===== src/rtl/framed_shift_pkg.sv =====
// Shared definitions for the framed shift register: FSM state encoding.
package framed_shift_pkg;

  typedef enum logic [1:0] {
    StIdle  = 2'd0,
    StShift = 2'd1,
    StDone  = 2'd2
  } state_e;

  // Direction latched while idle and after reset.
  localparam logic DirResetMsbFirst = 1'b1;

endpackage


===== src/rtl/shift_bitcounter.sv =====
// Loadable down-counter tracking bits remaining in a frame; flags the decrement that reaches zero.
module shift_bitcounter #(
  parameter int unsigned CNT_W = 4
) (
  input  logic             clk_i,
  input  logic             rst_i,
  input  logic             load_i,
  input  logic [CNT_W-1:0] load_val_i,
  input  logic             dec_i,
  output logic [CNT_W-1:0] cnt_o,
  output logic             zero_o
);

  logic [CNT_W-1:0] cnt_q, cnt_d;

  always_comb begin
    cnt_d = cnt_q;
    if (load_i) begin
      cnt_d = load_val_i;
    end else if (dec_i && (cnt_q != '0)) begin
      cnt_d = cnt_q - CNT_W'(1);
    end
  end

  always_ff @(posedge clk_i or posedge rst_i) begin
    if (rst_i) begin
      cnt_q <= '0;
    end else begin
      cnt_q <= cnt_d;
    end
  end

  assign cnt_o  = cnt_q;
  // High on the decrement that takes the count from 1 to 0.
  assign zero_o = dec_i && !load_i && (cnt_q == CNT_W'(1));

endmodule


===== src/rtl/framed_shiftregister.sv =====
// Framed bidirectional shift register: loads a word, shifts WIDTH bits on peripheral strobes,
// then publishes the received word with a one-cycle frameDone pulse.
module framed_shiftregister
  import framed_shift_pkg::*;
#(
  parameter int unsigned WIDTH = 8,
  parameter int unsigned CNT_W = $clog2(WIDTH + 1)
) (
  input  logic             clk,
  input  logic             reset,
  input  logic             peripheralClkEdge,
  input  logic             msbFirst,
  input  logic             loadValid,
  output logic             loadReady,
  input  logic [WIDTH-1:0] parallelDataIn,
  input  logic             serialDataIn,
  output logic             serialDataOut,
  output logic [WIDTH-1:0] parallelDataOut,
  output logic             frameDone,
  output logic             busy
);

  state_e state_q, state_d;

  logic [WIDTH-1:0] mem_q, mem_d;
  logic [WIDTH-1:0] par_out_q, par_out_d;
  logic             msb_first_q, msb_first_d;
  logic             frame_done_q, frame_done_d;

  logic             load_en;
  logic             shift_en;
  logic             last_shift;
  logic [CNT_W-1:0] cnt;

  assign load_en  = (state_q == StIdle) && loadValid;
  assign shift_en = (state_q == StShift) && peripheralClkEdge;

  shift_bitcounter #(
    .CNT_W(CNT_W)
  ) u_cnt (
    .clk_i      (clk),
    .rst_i      (reset),
    .load_i     (load_en),
    .load_val_i (CNT_W'(WIDTH)),
    .dec_i      (shift_en),
    .cnt_o      (cnt),
    .zero_o     (last_shift)
  );

  // FSM: state register
  always_ff @(posedge clk or posedge reset) begin
    if (reset) begin
      state_q <= StIdle;
    end else begin
      state_q <= state_d;
    end
  end

  // FSM: next state
  always_comb begin
    state_d = state_q;
    unique case (state_q)
      StIdle:  if (loadValid) state_d = StShift;
      StShift: if (last_shift) state_d = StDone;
      StDone:  state_d = StIdle;
      default: state_d = StIdle;
    endcase
  end

  // FSM: outputs
  always_comb begin
    loadReady = (state_q == StIdle);
    busy      = !loadReady;
  end

  always_comb begin
    mem_d        = mem_q;
    msb_first_d  = msb_first_q;
    par_out_d    = par_out_q;
    frame_done_d = 1'b0;
    if (load_en) begin
      mem_d       = parallelDataIn;
      msb_first_d = msbFirst;
    end else if (shift_en) begin
      if (msb_first_q) begin
        mem_d = {mem_q[WIDTH-2:0], serialDataIn};
      end else begin
        mem_d = {serialDataIn, mem_q[WIDTH-1:1]};
      end
    end
    // Publish the word including the final bit shifted on this edge.
    if (last_shift) begin
      par_out_d    = mem_d;
      frame_done_d = 1'b1;
    end
  end

  always_ff @(posedge clk or posedge reset) begin
    if (reset) begin
      mem_q        <= '0;
      msb_first_q  <= DirResetMsbFirst;
      par_out_q    <= '0;
      frame_done_q <= 1'b0;
    end else begin
      mem_q        <= mem_d;
      msb_first_q  <= msb_first_d;
      par_out_q    <= par_out_d;
      frame_done_q <= frame_done_d;
    end
  end

  assign serialDataOut   = msb_first_q ? mem_q[WIDTH-1] : mem_q[0];
  assign parallelDataOut = par_out_q;
  assign frameDone       = frame_done_q;

endmodule

===== config.mk =====
export PLATFORM = sky130hd
export DESIGN_NAME = framed_shiftregister
export DESIGN_NICKNAME = d
export VERILOG_FILES = /design/src/rtl/framed_shift_pkg.sv /design/src/rtl/shift_bitcounter.sv /design/src/rtl/framed_shiftregister.sv
export SDC_FILE = /design/constraint.sdc
export NUM_CORES = 1
export LEC_CHECK = 0
export ABC_AREA = 1
export CAP_MARGIN = 10
export CELL_PAD_IN_SITES_DETAIL_PLACEMENT = 0
export CELL_PAD_IN_SITES_GLOBAL_PLACEMENT = 1
export CORE_ASPECT_RATIO = 0.6
export CORE_MARGIN = 4
export CORE_UTILIZATION = 36
export CTS_CLUSTER_SIZE = 10
export DETAILED_ROUTE_END_ITERATION = 10
export PLACE_DENSITY = 0.86
export REMOVE_ABC_BUFFERS = 1
export SYNTH_ARGS = -nofsm -noshare
export SYNTH_HDL_FRONTEND = slang
export SYNTH_SLANG_ARGS = --single-unit

===== constraint.sdc =====
create_clock -name clk -period 1.5 [get_ports clk]
set_input_delay 0.3 -clock clk [delete_from_list [all_inputs] [get_ports clk]]
set_output_delay 0.3 -clock clk [all_outputs]
set_load 0.02 [all_outputs]

Yosys cells after proc, flatten, opt, wreduce, memory -nomap -nowiden. Index checks and enable logic that the tools add are counted.

Flip-flop bits (word level): 24. Input port bits: 14. Output and inout bits: 12. Logic and storage cells: 32.

Add/sub/neg operators: 1. Equal/unequal tests: 4. Multiplexer cells: 10. Reductions and logical operators: 11.

Operators by type and width (count): 8-bit 2-to-1 mux (3); 4-bit 2-to-1 mux (2); 1-bit logical AND (5); 4-bit by 1-bit equality test with 1-bit output, second input constant (1); 2-bit 2-to-1 mux (2); 2-bit != test, second input constant (2); 2-bit one-hot mux with 2 select lines (1); 4-bit nonzero test (1); 4-bit by 1-bit subtractor with 4-bit output, second input constant (1); 2-bit by 1-bit equality test with 1-bit output, second input constant (1); 1-bit logical NOT (2); 2-bit logical NOT (1); 1-bit 2-to-1 mux (2); 2-bit AND reduction (1); 2-bit nonzero test (1).

Longest topological paths before layout.
Depth in word-level cells: 7. Mapped depth: 8. Gate-level depth less buffers: 7.

Hierarchy. A second synthesis with hierarchy kept.

Cells, all modules: 182. Area total of the unflattened synthesis: 1343.8 um2.

By module, submodules not included: framed_shiftregister (times used 1, cells each 132, area each 1013.5 um2, seq. area each 501.7 um2); shift_bitcounter (times used 1, cells each 50, area each 330.3 um2, seq. area each 100.1 um2).

Least setup slack after synthesis. OpenSTA, ideal clock, no wires.

Path kind: register to output. Start point: reg msb_first_q. End point: out serialDataOut. Arrival: 1.037 ns. Required time: 1.200 ns. Slack: 0.163 ns. Cell stages (with the launch flop): 5. Path buffers: 1. Cells stage by stage: dfstp_2 > buf_4 > clkinv_1 > nand2_1 > nand2_1.

Word-level cells in the longest chain between the ends: 1.

RTL lines: start, declared (line framed_shiftregister.sv:27) `logic msb_first_q, msb_first_d;`; start signal, assigned (line framed_shiftregister.sv:101) `msb_first_q <= DirResetMsbFirst;`; start signal, assigned (line framed_shiftregister.sv:106) `msb_first_q <= msb_first_d;`; 1-bit 2-to-1 mux (line framed_shiftregister.sv:112) `assign serialDataOut = msb_first_q ? mem_q[WIDTH-1] : mem_q[0];`; end, declared (line framed_shiftregister.sv:17) `output logic serialDataOut,`.

No other way between the ends.

Worst setup path after layout. Same ends and word-level chain as after synthesis.

==> results.py <==
metrics = {
    "run_status": {
        "status": "finished, final reports clean",
    },
    "clock_network": {
        "numCtsBuffers": 3,
        "path_clk_slew_ps": 90,
        "hold_buffers": 0,
        "cts-root-buf": "clkbuf_8",
        "cts.path.max_buffers": 2,
        "insertion_delay_ps": 270,
        "cts_setup_buffers": 0,
        "tritoncts": "done",
        "cts_max_level": 1,
        "clock-sinks": 24,
    },
    "floorplanning": {
        "die_w_um": 84.1,
        "fp.dieH_um": 53.7,
        "coreArea_mm2": 0.00330,
        "initial_core_util": 0.379,
        "io_pins": 26,
        "dieArea_mm2": 0.00451,
        "num_rows": 16,
    },
    "timing": {
        "drv_slew": 0,
        "relSlewSlack": 0.795,
        "clock_skew_ps": 2.62,
        "max_freq_mhz": 710,
        "min_period_ps": 1410,
        "setup_violations": 0,
        "post-route-period-util": 0.939,
        "hold_viol_final": 0,
        "worst_pin_slew_ps": 308,
        "rsz0062_at_grt": "false",
    },
    "global_routing": {
        "grt-ovfl-total": 0,
        "grt_max_degree": 25,
        "grt_pass1_wl_um": 5200,
        "antenna_found_initial": 0,
        "grt_usage": 0.149,
        "grt_pass1_vias": 1070,
    },
    "flow_run": {
        "drv_cap": 0,
    },
    "detailed_routing": {
        "vias": 1115,
        "firstDrtPassIters": 4,
        "route.detailed.vias_per_inst": 4.68,
        "ant_nets": 0,
        "first_iter_violations": 68,
        "wl_per_cell_um": 12.6,
        "wirelength_um": 2990,
        "drc": 0,
    },
    "power_and_ir_drop": {
        "pwr_density_cell_mw_per_mm2": 1970,
        "vdd.ir_drop.worst_uv": 698,
        "p_leak_nw": 0.867,
    },
    "synthesis": {
        "synth.cell_area_mm2": 0.00125,
        "yosys.area.top_type": "dfrtp_1",
        "synth_commonest_cells": "nand2_1, dfrtp_1, nand3_1, inv_1, and2_1",
        "synth_edf_count": 0,
        "yosys-top-cells-area": "dfrtp_1, nand2_1, nand3_1",
        "ys_async_sr_fraction": 1.00,
        "netlist_instances": 157,
        "synth-seq-area-share": 0.481,
        "yosysUniqueCellTypes": 22,
        "synthFlopType": "dfrtp_1",
        "ys_ff_latch": 24,
        "avgSynthCellArea_um2": 7.97,
        "yosysTopAreaCellShare": 0.460,
        "yosysWarningCount": 0,
        "synth.most_common_cell": "nand2_1",
    },
    "worst_setup_path": {
        "critical_path.startpoint": "msb_first_q",
        "worstReg2RegEnd": "mem_q[7]",
        "cp-start-kind": "flop",
        "cp_max_fo": 3,
        "rr_startpoint": "state_q[0]",
        "path_class": "flop to output pin",
        "critical_path_required_ps": 1200,
        "crit_end": "serialDataOut",
        "crit_arrival_ps": 1110,
        "endpoint_kind": "output pin",
        "ff2ff_path_depth": 4,
        "r2r_slack_ps": 130,
    },
    "cells_and_area": {
        "final_util": 0.505,
        "drive_gt1_frac": 0.155,
        "fin_cells": 238,
        "insertedDiodeCount": 0,
        "final_nets": 211,
        "areaGrowthSynthToFinish_pct": 33.4,
    },
    "min_path": {
        "hold_class": "input pin to asynchronous set/reset pin",
    },
    "placement": {
        "dp.cells": 234,
        "gp_congestion": 0.799,
        "dpl.hpwl_um": 2260,
        "portBuffers": 25,
    },
}
[repair_timing]
action | CTS | global route
resized for setup | 16 | 6
setup endpoints to repair | 12 | 11
hold endpoints to repair | 0 | 0
[power by group]
| group | internal (mW) | switching [mW] |
|---|---|---|
| clock | 0.357 | 0.211 |
| combinational | 0.673 | 0.910 |
| sequential | 0.943 | 0.201 |
| total | 1.97 | 1.32 |
[placed cells by master, fill, tap and decap left out]
cell,n
buf_12,1
dfstp_2,1
buf_4,10
a21oi_1,1
o21ai_0,3
nor2_1,3
xor2_1,1
inv_1,8
dfrtp_1,23
ha_1,3
nand3_1,22
nor2_4,2
and2_1,8
nand3_2,1
o21ai_1,1
or2_2,3
bufinv_16,1
buf_2,1
clkdlybuf4s50_1,13
clkbuf_2,2
or2_0,5
clkbuf_8,3
nand2_1,62
o22ai_1,1
inv_2,2
nor2_2,1
nand2_2,2
dlygate4sd2_1,9
[metrics by stage]
stage	instance area, µm²	setup slack (ps)	power (mW)	TNS [ps]	hold WS, ps
floorplan	1220	-6.45	2.14	-51.6	314
global placement	1620	-102	2.79	-1070	466
detailed placement	1620	-131	2.85	-1520	474
CTS	1680	7.45	3.33	0	378
global route	1670	16.3	3.58	0	417
finish	1670	92.0	3.30	0	370
[cell type report]
cell class                 instances  area [µm²]
clock inverter                     1        30.0
timing repair buffer              36         319
multi-input combinational        119         583
fill                             320        1630
tap                               45        56.3
inverter                          10        37.5
clock buffer                       3        41.3
sequential                        24         602
[worst max-delay path: stages, from the launching register on]
cell     delay, ps
dfstp_2        560
inv_2           40
nand2_1         50
nand2_1         50
buf_2          150
[logic make-up after synthesis]
group           synth area share
buf+inv                   0.0550
fa+ha+maj                 0.0300
xor+xnor                 0.00700
flops                      0.481
compound gates            0.0250
simple gates               0.402
[flip-flops by register name (all words and copies together) (netlist names)]
register,flops
mem_q,8
parallelDataOut,8
u_cnt.cnt_o,4
state_q,2
frameDone,1
msb_first_q,1
[worst min-delay path by stage]
stage,from,end,slack [ps],cells after the start
2_1_floorplan,reset,frameDone,310,1
3_3_place_gp,parallelDataOut[6],parallelDataOut[6],470,2
3_5_place_dp,parallelDataOut[4],parallelDataOut[4],470,2
4_1_cts,reset,parallelDataOut[4],380,3
5_1_grt,reset,parallelDataOut[4],420,3
6_report,reset,parallelDataOut[4],370,3
[layer usage]
metal / up-vias / track usage / routed length (µm)
li1: 566 / - / -
met2: 30 / 0.236 / 1280
met1: 517 / 0.205 / 1540
met4: 0 / 0.0481 / 32
met5: - / 0 / 0
met3: 2 / 0.0367 / 144
Power figures use the tool's default switching activity.
==> RTL change 1: new RTL, same flow settings <==
Set the parameter `WIDTH` to 4 (it was 8).
--- a/src/rtl/framed_shiftregister.sv
+++ b/src/rtl/framed_shiftregister.sv
@@ -5,3 +5,3 @@
 #(
-  parameter int unsigned WIDTH = 8,
+  parameter int unsigned WIDTH = 4,
   parameter int unsigned CNT_W = $clog2(WIDTH + 1)
Ports: changed (resized parallelDataIn and parallelDataOut); port bits go from 26 to 18. No check against the original RTL was run, so the function may have changed too.
==> RTL change 1 against the unedited design <==
Combinational power shrank 34%. Power fell by 40%. Sequential cell count down 9. Routed wire length fell by 43%. Clock power decreased by 60%. Die area fell by 33%. Critical path depth is 1 lower. Worst setup slack got worse by 33 ps. Synthesized area is 37% lower. Cell area decreased by 36%.
==> RTL change 1: results (changes against the unedited design) <==
yosys:
  synth_cell_type_count: 18  # -18%
  synthCells: 96  # -39%
  synthArstFlopShare: 1.00  # unchanged
  synth_edf_count: 0  # unchanged
  ys_top_cells_by_count: "nand2_1 (38), dfrtp_1 (14), nand3_1 (11)"
  yosys_warnings: 0  # unchanged
  synthTopCellsByArea: "dfrtp_1 (45%), nand2_1 (18%), nand3_1 (7.0%)"
  ys_seq_area_frac: 0.479  # -0.00246
place:
  hpwl_um: 1400  # -38%
  portBuffers: 17  # -32%
  placed_cells: 148  # -37%
  gp_congestion: 0.835  # +4.4%
detailed_routing:
  num_vias: 678  # -39%
  wl_per_cell_um: 11.0  # -13%
  drtPass1Iterations: 4  # unchanged
  first_iter_violations: 23  # -66%
  totalWireLength_um: 1690  # -43%
global_route:
  track_usage: 0.132  # -0.0169
  grt_pass1_vias: 657  # -39%
  grt_antenna_before_repair: 0  # unchanged
  grt_max_degree: 10  # -60%
  grt_pass1_wl_um: 2890  # -44%
clocking:
  worstSkewPairLatency_ps: 280
  numCtsBuffers: 3  # unchanged
  cts_buffer_depth: 2  # unchanged
  cts.clk_slew.worst_paths_ps: 90  # about the same
  clockRootBuffer: "clkbuf_4"
  htreeDepth: 1  # unchanged
power:
  p_leak_nw: 0.577  # -33%
  ir_drop_mv: 0.667  # -4.5%
  internal-power_w: 0.00114  # -42%
finish:
  fillers: 198  # -38%
  drive_gt1_frac: 0.183  # +0.0271
  fin_nets: 140  # -34%
  diodes: 0  # unchanged
worst_setup_path:
  cp_max_fo: 3  # unchanged
  worstPathArrival_ps: 1140  # +30 ps
  slowest_delay_ps: 410  # -150 ps
  crit_slowest_cell: "dfrtp_1"
timing:
  fin_skew_ps: 4.39  # +1.78 ps
  slew_headroom: 0.831  # +0.0365
outcome:
  status: "complete, no violations"
worst_hold_path:
  hold_path_class: "primary input to asynchronous set/reset pin"
[RTL change 1: layout make-up]
cell class | instances | area share
flip-flops and latches | 15 | 0.352
clock buffers | 4 | 0.0245
inverters | 11 | 0.0397
multi-input cells | 69 | 0.333
repair buffers | 27 | 0.218
well taps | 28 | 0.0327
[RTL change 1: logic make-up after synthesis]
family	share of synthesized area
simple gates	0.378
flops	0.479
fa+ha+maj	0.0477
buf+inv	0.0684
compound gates	0.0270
[RTL change 1: path summary, 6_finish.rpt]
path / startpoint / endpoint / slack [ps] / cells past startpoint
hold reg to reg: parallelDataOut[1] / parallelDataOut[1] / 490 / 2
min in group clk: parallelDataOut[1] / parallelDataOut[1] / 490 / 2
max in group asynchronous: reset / state_q[0] / 870 / 3
setup / recovery: state_q[1] / busy / 60 / 3
setup reg to reg: state_q[1] / u_cnt.cnt_o[2] / 160 / 9
hold / removal: reset / parallelDataOut[3] / 220 / 2
[RTL change 1: per-layer routing]
layer	vias up	share of wire	track usage
li1	356	-	-
met2	17	0.40	0.186
met4	0	0.0095	0.0474
met5	-	0	0
met1	301	0.52	0.180
met3	4	0.062	0.0584
[RTL change 1: power by group through the flow]
stage / logic, W / clock network, W / registers [W]
2_1_floorplan: 0.000600 / 0 / 0.000757
3_3_place_gp: 0.00107 / 0 / 0.000709
3_5_place_dp: 0.00110 / 0 / 0.000716
4_1_cts: 0.00103 / 0.000238 / 0.000709
5_1_grt: 0.00119 / 0.000258 / 0.000728
6_report: 0.00104 / 0.000229 / 0.000704
[RTL change 1: through the flow]
| step | instance area (µm²) | worst slack, ps | utilization |
|---|---|---|---|
| 6_report | 1070 | 58.9 | 0.549 |
| 5_1_grt | 1070 | 4.39 | 0.549 |
| 4_1_cts | 1050 | 5.92 | 0.540 |
| 3_5_place_dp | 1040 | -27.4 | 0.533 |
| 3_3_place_gp | 1040 | -14.9 | 0.533 |
| 2_1_floorplan | 776 | 204 | - |
[RTL change 1: what timing repair did]
item	4_1_cts	5_1_grt
endpoints found under the setup margin	8	2
setup buffers	0	2
pin swaps	0	0
gates resized for setup	11	2
[RTL change 1: worst max-delay path: cells and delay by family, from the launching register on]
| family | cells | cell delay, ps |
|---|---|---|
| buffers and inverters | 2 | 320 |
| DFF | 1 | 410 |
| and+or+nand+nor | 1 | 130 |
==> RTL change 2: new RTL, same flow settings <==
Made on the original files. Reset style: synchronous (`reset` and `rst_i`), changed in 3 clocked blocks.
--- a/src/rtl/shift_bitcounter.sv
+++ b/src/rtl/shift_bitcounter.sv
@@ -24,3 +24,3 @@
 
-  always_ff @(posedge clk_i or posedge rst_i) begin
+  always_ff @(posedge clk_i) begin
     if (rst_i) begin
--- a/src/rtl/framed_shiftregister.sv
+++ b/src/rtl/framed_shiftregister.sv
@@ -50,3 +50,3 @@
   // FSM: state register
-  always_ff @(posedge clk or posedge reset) begin
+  always_ff @(posedge clk) begin
     if (reset) begin
@@ -97,3 +97,3 @@
 
-  always_ff @(posedge clk or posedge reset) begin
+  always_ff @(posedge clk) begin
     if (reset) begin
Behaviour: differs if reset is asserted again (counterexample within 4 cycles, from zero or initial values and one cycle with reset high); with reset held inactive, the same outputs for 10 cycles.
==> RTL change 2 against the unedited design <==
Sequential cell count did not move. Via count rose by 6.4%. Routed wire length fell by 7.2%. Cell area barely moved. Worst setup slack improved by 13 ps. Synthesized cell count rose by 24%. Synthesized area rose by 0.90%. Cell count rose by 15%. Highest routed layer unchanged.
Power is not compared: it rests on default switching activity, and its combinational part moved more than twofold at a synthesized area within 25%.
==> RTL change 2: results (changes against the unedited design) <==
timing:
  fin_skew_ps: 1.18  # -1.44 ps
  tightest_slew_ps: 234  # -73.6 ps
  whs_ps: 502  # +132 ps
  min_period_over_period: 0.930  # -0.00870
yosys:
  ys_top_cells_by_count: "nand2_1 (68), inv_1 (25), dfxtp_1 (24)"
  synthCells: 195  # +24%
  ys.flop_type: "dfxtp_1"
  ys_seq_area_frac: 0.381  # -0.100
  synthTopCellsByArea: "dfxtp_1 (38%), nand2_1 (20%), nand3_1 (7.9%)"
detailed_routing:
  totalWireLength_um: 2770  # -7.2%
  dr_wl_met3_um: 154  # +6.9%
  wl_per_cell_um: 10.2  # -19%
  drt-met1-wl_um: 1580  # +3.2%
  first_iter_violations: 26  # -62%
  drtPass1Iterations: 6  # +2
worst_setup_path:
  r2r_cells: 9  # +5
  r2r_start: "msb_first_q"
  r2r_setup_slack_ps: 170  # +40 ps
  worstPathArrival_ps: 1090  # -20 ps
  endpoint: "busy"
  crit_start: "state_q[1]"
  r2r-end: "parallelDataOut[5]"
  slowest_delay_ps: 330  # -230 ps
outcome:
  status: "complete, no violations"
finish:
  multi_input_area_um2: 624  # +7.1%
  drive_gt1_frac: 0.114  # -0.0414
  clk_share: 0.0247  # -0.0180
  fin_nets: 246  # +17%
  regArea_um2: 480  # -20%
  buffers: 37  # +2.8%
  design.seq.count: 24  # unchanged
  multi_input_area_share: 0.374  # +0.0245
worst_hold_path:
  hold_path_class: "register to register"
  holdCritStartpoint: "u_cnt.cnt_o[0]"
global_route:
  track_usage: 0.131  # -0.0185
  grt_pass1_vias: 1016  # -5.0%
  grt_pass1_wl_um: 4650  # -10%
clocking:
  post_cts_resized: 11  # -5
  cts_setup_buffers: 0  # unchanged
place:
  placed_cells: 270  # +15%
  pre_cts_slack_ps: -117  # +13.9 ps
  gp_congestion: 0.871  # +9.0%
  hpwl_um: 2130  # -5.8%
  placed_area_um2: 1640  # +1.4%
-- RTL change 2: cell count changes in the layout (fill, tap and decap cells not counted), sizes merged, moves of 2 or more --
| cell | change |
|---|---|
| dfxtp | +24 |
| nand3 | -2 |
| nand2 | +4 |
| nor2 | +23 |
| and2 | -8 |
| dfrtp | -23 |
| a21oi | +9 |
| or2 | -8 |
| inv | +17 |
-- RTL change 2: worst min-delay path, stage by stage (launching register included) --
cell and delay (ps):
dfxtp_1 330, nand2_1 70, a21boi_0 70
-- RTL change 2: kinds of logic (layout without fill, tap and decap cells) --
| family | Yosys count | after routing | share of synthesized area |
|---|---|---|---|
| compound gates | 15 | 15 | 0.0644 |
| fa+ha+maj | 2 | 2 | 0.0198 |
| buf+inv | 35 | 68 | 0.125 |
| flops | 24 | 24 | 0.381 |
| simple gates | 119 | 119 | 0.410 |
-- RTL change 2: layer usage --
metal	track usage	vias up
met4	0.0158	0
met2	0.205	18
met3	0.0474	2
met5	0	-
li1	-	666
met1	0.179	500
